File: src/rtl/serial_subtractor.sv
// Bit-serial subtractor: computes A - B - borrow_in one bit per clock, LSB first,
// and presents registered difference, borrow and signed-overflow flags at completion.
module serial_subtractor #(
  parameter int N = 8
) (
  input  logic         input_clock,
  input  logic         input_reset,
  input  logic         input_start,
  input  logic [N-1:0] input_a,
  input  logic [N-1:0] input_b,
  input  logic         input_borrow,
  output logic [N-1:0] output_difference,
  output logic         output_borrow,
  output logic         output_overflow,
  output logic         output_busy,
  output logic         output_done
);

  localparam int CW = $clog2(N);

  typedef enum logic [1:0] {
    IDLE,
    RUN,
    DONE
  } state_t;

  state_t        state;
  state_t        state_next;
  logic [CW-1:0] count;
  logic [N-1:0]  a_reg;
  logic [N-1:0]  b_reg;
  logic [N-1:0]  result;
  logic          br;

  logic a_bit;
  logic b_bit;
  logic d_bit;
  logic br_next;
  logic last_bit;

  // NOTE: every signal written here gets a value before any branch, so no latch is inferred.
  always_comb begin
    a_bit      = a_reg[count];
    b_bit      = b_reg[count];
    d_bit      = a_bit ^ b_bit ^ br;
    br_next    = (~a_bit & b_bit) | (~(a_bit ^ b_bit) & br);
    last_bit   = (count == CW'(N - 1));
    state_next = state;
    case (state)
      IDLE:    if (input_start) state_next = RUN;
      RUN:     if (last_bit) state_next = DONE;
      DONE:    state_next = IDLE;
      default: state_next = IDLE;
    endcase
  end

  assign output_busy = (state == RUN);
  assign output_done = (state == DONE);

  // NOTE: state is updated with non-blocking assignments so every register samples
  // pre-edge values. The result register is small and flop-based, so it is reset
  // along with everything else; an aborted run leaves no stale partial bits behind.
  always_ff @(posedge input_clock or posedge input_reset) begin
    if (input_reset) begin
      state             <= IDLE;
      count             <= '0;
      a_reg             <= '0;
      b_reg             <= '0;
      br                <= 1'b0;
      result            <= '0;
      output_difference <= '0;
      output_borrow     <= 1'b0;
      output_overflow   <= 1'b0;
    end else begin
      state <= state_next;
      case (state)
        IDLE: begin
          if (input_start) begin
            a_reg <= input_a;
            b_reg <= input_b;
            br    <= input_borrow;
            count <= '0;
          end
        end
        RUN: begin
          result[count] <= d_bit;
          br            <= br_next;
          if (last_bit) begin
            // The MSB is still being computed this edge, so merge it in directly.
            output_difference <= {d_bit, result[N-2:0]};
            output_borrow     <= br_next;
            output_overflow   <= br ^ br_next;
          end else begin
            count <= count + CW'(1);
          end
        end
        default: ;
      endcase
    end
  end

endmodule
File: config.mk
export PLATFORM = sky130hd
export DESIGN_NAME = serial_subtractor
export DESIGN_NICKNAME = d
export VERILOG_FILES = /design/src/rtl/serial_subtractor.sv
export SDC_FILE = /design/constraint.sdc
export NUM_CORES = 1
export LEC_CHECK = 0
export BUFFER_PORTS_ARGS = -buffer_cell sky130_fd_sc_hd__buf_4
export CORE_MARGIN = 10
export CORE_UTILIZATION = 54
export DETAILED_ROUTE_END_ITERATION = 8
export MAX_ROUTING_LAYER = met4
export PLACE_DENSITY = 0.76
export SLEW_MARGIN = 25
export SYNTH_ARGS = -nofsm -noshare
export SYNTH_HDL_FRONTEND = slang
export SYNTH_SLANG_ARGS = --single-unit
File: constraint.sdc
create_clock -name input_clock -period 2.9 [get_ports input_clock]
set_clock_uncertainty 0.15 [all_clocks]
set_input_delay 0 -clock input_clock [delete_from_list [all_inputs] [get_ports input_clock]]
set_output_delay 0 -clock input_clock [all_outputs]
set_load 0.01 [all_outputs]
After elaboration in Yosys (flattened, before gate mapping)

Cells that the tools add are included.

Add/sub/neg operators: 1
Magnitude comparators: 2
Eq/ne operators: 6
Muxes and demuxes: 15
Bitwise operators: 8
Reductions and logical operators: 8

Operators by type and width:

| operator            | number |
|---|---|
| $bwmux 8            | 1 |
| $reduce_and 2->1    | 4 |
| $bmux 1 s3          | 2 |
| $mux 3              | 2 |
| $pmux 3 s2          | 1 |
| $lt 3x4->1 const B  | 1 |
| $mux 1              | 4 |
| $mux 2              | 2 |
| $ne 2x2->1 const B  | 2 |
| $pmux 2 s2          | 1 |
| $add 3x1->3 const B | 1 |
| $demux 1 s3         | 1 |
| $eq 3x3->1 const B  | 1 |
| $ge 3x1->1 const B  | 1 |
| $reduce_and 3->1    | 1 |
| $xor 1x1->1         | 3 |
| $and 1x1->1         | 2 |
| $eq 2x1->1 const B  | 1 |
| $eq 2x2->1 const B  | 1 |
| $logic_not 2->1     | 1 |
| $ne 2x1->1 const B  | 1 |
| $not 1->1           | 2 |
| $pmux 1 s2          | 1 |
| $reduce_bool 2->1   | 1 |
| 2 further kinds     | 2 |

Register bits after elaboration: 40
Output and inout port bits: 12
Word-level logic and storage cells: 49

Logic depth before layout (Yosys ltp)

Word-level depth: 7
Depth in mapped cells: 6

Least setup slack after synthesis

OpenSTA, ideal clock, no wires.

Path kind: input port to flip-flop
Start point: input count[0]
End point: register result[3]
Arrival time: 2.129 ns
Data required time: 2.623 ns
Path slack: 0.494 ns
Stages on the path: 6
Path buffers: 1
Cell sequence: dfrtp_1 buf_6 mux4_1 mux2_2 fa_1 mux2_1

Longest elaborated chain between the ends: 5
Elaborated cells between the ends (all ways): 12
Those cells by class: 2 x order compare; 7 x mux; 2 x bitwise; 1 x reduce/logical

Ends and longest elaborated chain:

| element                              | line   | text |
|---|---|---|
| start: declaration                   | 29     | `logic [CW-1:0] count;` |
| $bmux 1 s3, on equally long branches | 43, 44 |  |
| $mux 1, on equally long branches     | 43, 44 |  |
| $xor 1x1->1 (*) (2 in series)        | 45     | `d_bit = a_bit ^ b_bit ^ br;` |
| named net d_bit                      | 37     | `logic d_bit;` |
| $bwmux 8 (*)                         | 86     | `result[count] <= d_bit;` |
| end signal: indexed assignment       | 86     |  |
| end: declaration                     | 32     | `logic [N-1:0] result;` |

Mark *: on every way through the listed nets, which the timed path passes. The rest lies on a longest branch. The select of a mux whose other input is x is not followed.
A chain may end at the register's enable or synchronous reset.

Final worst setup path

Start point: input count[0]
End point: register result[1]

The elaborated chain is that of the path after synthesis.

==> results by group <==
Status
  – Run status: finished, final reports clean

Setup path
  – Cell family with most CP delay: multiplexers
  – Worst setup EP type: register
  – Buf/Inv on CP: 0
  – CP max stage delay: 610 ps
  – Worst EP arrival: 2770 ps
  – CP max-delay cell: dfrtp_1
  – Worst Path Class, Setup: register to register
  – Flop2flop setup slack: ~220 ps
  – Worst Setup Start Kind: register
  – Crit path cell chain: mux4_1, mux2_2, fa_1, mux2_1
  – CP required: approximately 3000 ps
  – Critical Path Fanout Max: 10

Timing
  – Peak Freq: approximately 0.37 GHz
  – Relative slew slack: a little over half
  – Final hold vios: 0
  – Worst-Margin Slew: 679 ps
  – Final setup TNS: 0 ps
  – Pins Over Slew Limit: 0
  – Unrepaired setup endpoints after global routing: no
  – Fin crit share: between 90 and 100%
  – Final Setup Violations: 0
  – Final min period: roughly 2700 ps

Routing
  – DRT antenna net count: 0
  – Wire per inst: about 14 um
  – Via density: around 5.0
  – Total iterations of the first detailed-routing run: 4
  – Post-Route WL: between 3 and 4 mm
  – DRC viols: 0
  – DR vias: roughly 1100
  – DR iter-0 viols: 24

Global route
  – First-pass GRT wire length: roughly 5.3 mm
  – All-Layer GR Usage: a little under an eighth
  – Vias in the first global route: 1184
  – Grt ovf: 0
  – Largest net degree at the start of global routing: 22
  – Antenna violations before repair: 0

Final layout
  – Layout cell share with drive strength beyond 1: 36.1%
  – Fillers: between 200 and 250
  – Fin nets: 191
  – Storage element area: roughly 980 um2
  – Area Overhead vs Synth: 28.5%
  – Antenna diode count: 0
  – Area occupied by multi-input gates: 696 um2

Pwr
  – P_sw: just under 800 uW
  – Lkg Pwr: just over 0.001 uW
  – Comb pwr share: ~44%
  – P_int: between 1500 and 2000 uW
  – Clock power share: 11.6%
  – Max rail drop VDD: around 0.52 mV
  – Sw Ratio: between 30% and 40%
  – PD cells: approximately 1000 mW/mm2
  – Pwr Total: between 2000 and 2500 uW
  – Power share of the sequential group: a little over two fifths

Yosys
  – Mapped cell area: 0.00173 mm2
  – Post-synth top area cell: dfrtp_1
  – Multiplexer share of the synthesized area: 28.1%
  – Compound-Gate Fraction of Synth Area: 2.17%
  – Syn. warnings: 0
  – Largest family of logic cells by synthesized area: multiplexers
  – Post-synthesis adder-cell area fraction: under 10%
  – Library cells used by synthesis: 24
  – Register area share after synthesis: a little under three fifths
  – Largest cells by area after synthesis: dfrtp_1, mux2_2, mux2_1
  – Simple-gate portion of the synthesized area: ~6.5%
  – Syn Inst Count: roughly 120
  – Share of the synthesized area in the top cell type: a little under three fifths
  – Avg Cell Area, Syn: 14.8 um2
  – Mapped Nets: 140
  – Synth Area in XOR/XNOR: 0.506%
  – Yosys reg bits: 39

Floorplan
  – Initial Util: 56.7%
  – Die W: 76.6 um
  – Die area: between 0.005 and 0.006 mm2
  – Core Region: around 0.0031 mm2
  – Die Ht: 76.6 um
  – I/O Pins: 32
  – Row cnt: 20

CTS
  – CTS H-tree depth: 2
  – CTS Sinks: 39
  – CTS root buf: clkbuf_4
  – Clock Latency Late Sink: around 350 ps
  – Max clock buf depth: 2
  – Clk pin slew, worst setup/hold paths: ~110 ps
  – Num CTS Buffers: 5
  – Post-CTS Resized: 0
  – CTS tree: built

Place
  – Gpl congestion: between 0.7 and 0.8
  – I/O Buffers: 31
  – HPWL after detailed placement: between 2 and 2.5 mm

Hold path
  – HP Class: primary input to async pin

Job
  – Max_cap viols: 0
[per-layer routing]
metal	vias to the layer above	share of wire, %	wire, um	GRT usage (%)
li1	522	-	-	-
met1	511	44	1350	12.3
met2	26	48	1480	18.5
met3	9	5.5	167	4.01
met4	0	2.3	71	6.69
met5	-	0	0	-
[per-stage QoR]
stage | utilization [%] | instances | area (um2) | setup WS [ps] | hold WS, ps
5_1_grt | 72.8 | 213 | 2220 | 95.9 | 189
2_1_floorplan | - | 117 | 1730 | 494 | -15.3
3_3_place_gp | 65.3 | 187 | 1990 | 282 | -21.9
3_5_place_dp | 65.3 | 187 | 1990 | 231 | -1.68
4_1_cts | 72.8 | 213 | 2220 | 196 | 161
6_report | 72.8 | 213 | 2220 | 219 | 150
[worst paths after layout]
kind	startpoint	depth (start not counted)	to
max	count[0]	4	result[1]
min	input_reset	3	count[0]
max reg2reg	count[0]	4	result[1]
min reg2reg	b_reg[1]	1	b_reg[1]
max in group asynchronous	input_reset	4	output_difference[2]
min in group input_clock	input_start	4	b_reg[0]
[layout by cell type (no fill, tap or decap), drive strengths merged, types with 2 or more instances in the layout]
master / n
dfrtp: 39
buf: 33
mux2: 33
dlygate4sd3: 18
clkbuf: 7
inv: 5
nand2: 4
mux4: 4
nor2b: 3
nand3: 3
nor3b: 3
nor2: 2
a22o: 2
nand3b: 2
o21ai: 2
ha: 2
[worst register-to-register path: stages, from the launching register on]
cell	delay, ps
dfrtp_1	610
mux4_1	600
mux2_2	290
fa_1	590
mux2_1	330
[power by group through the flow]
stage	clock network, uW	registers, uW	logic (uW)
3_3_place_gp	0	1010	972
5_1_grt	297	1050	1140
4_1_cts	274	1010	1030
3_5_place_dp	0	1030	1010
2_1_floorplan	0	954	788
6_report	265	1010	1020
[area by class of cell]
cell class,count,area share (%)
inverters,5,0.844
clock buffers,7,2.03
flip-flops and latches,39,43.9
multi-input cells,66,31.3
well taps,44,2.48
clock inverters,1,0.225
repair buffers,51,19.2
[what timing repair did]
item,in CTS,in global routing
hold endpoints to repair,35,0
buffers inserted,0,0
hold buffers,18,0
setup endpoints to repair,0,0
[synth_stat cells]
library cell   n
dfrtp_1       39
mux2_2        20
mux2_1        13
inv_1          5
mux4_1         4
nand2_1        4
buf_2          3
nand3_1        3
nor2b_1        3
a22o_1         2
buf_6          2
clkbuf_1       2
ha_1           2
nand3b_1       2
nor2_1         2
nor3b_1        2
o21ai_0        2
a221o_1        1
fa_1           1
mux2i_1        1
nand4b_1       1
nor3_1         1
nor3b_2        1
xor2_1         1
[cells by family after synthesis]
logic type                 after synthesis
DFF                                     39
muxes                                   38
and+or+nand+nor                         19
buffers and inverters                   12
AOI/OAI and AO/OA                        5
adders and majority gates                3
xor gates and xnor gates                 1
Power figures use the tool's default switching activity.
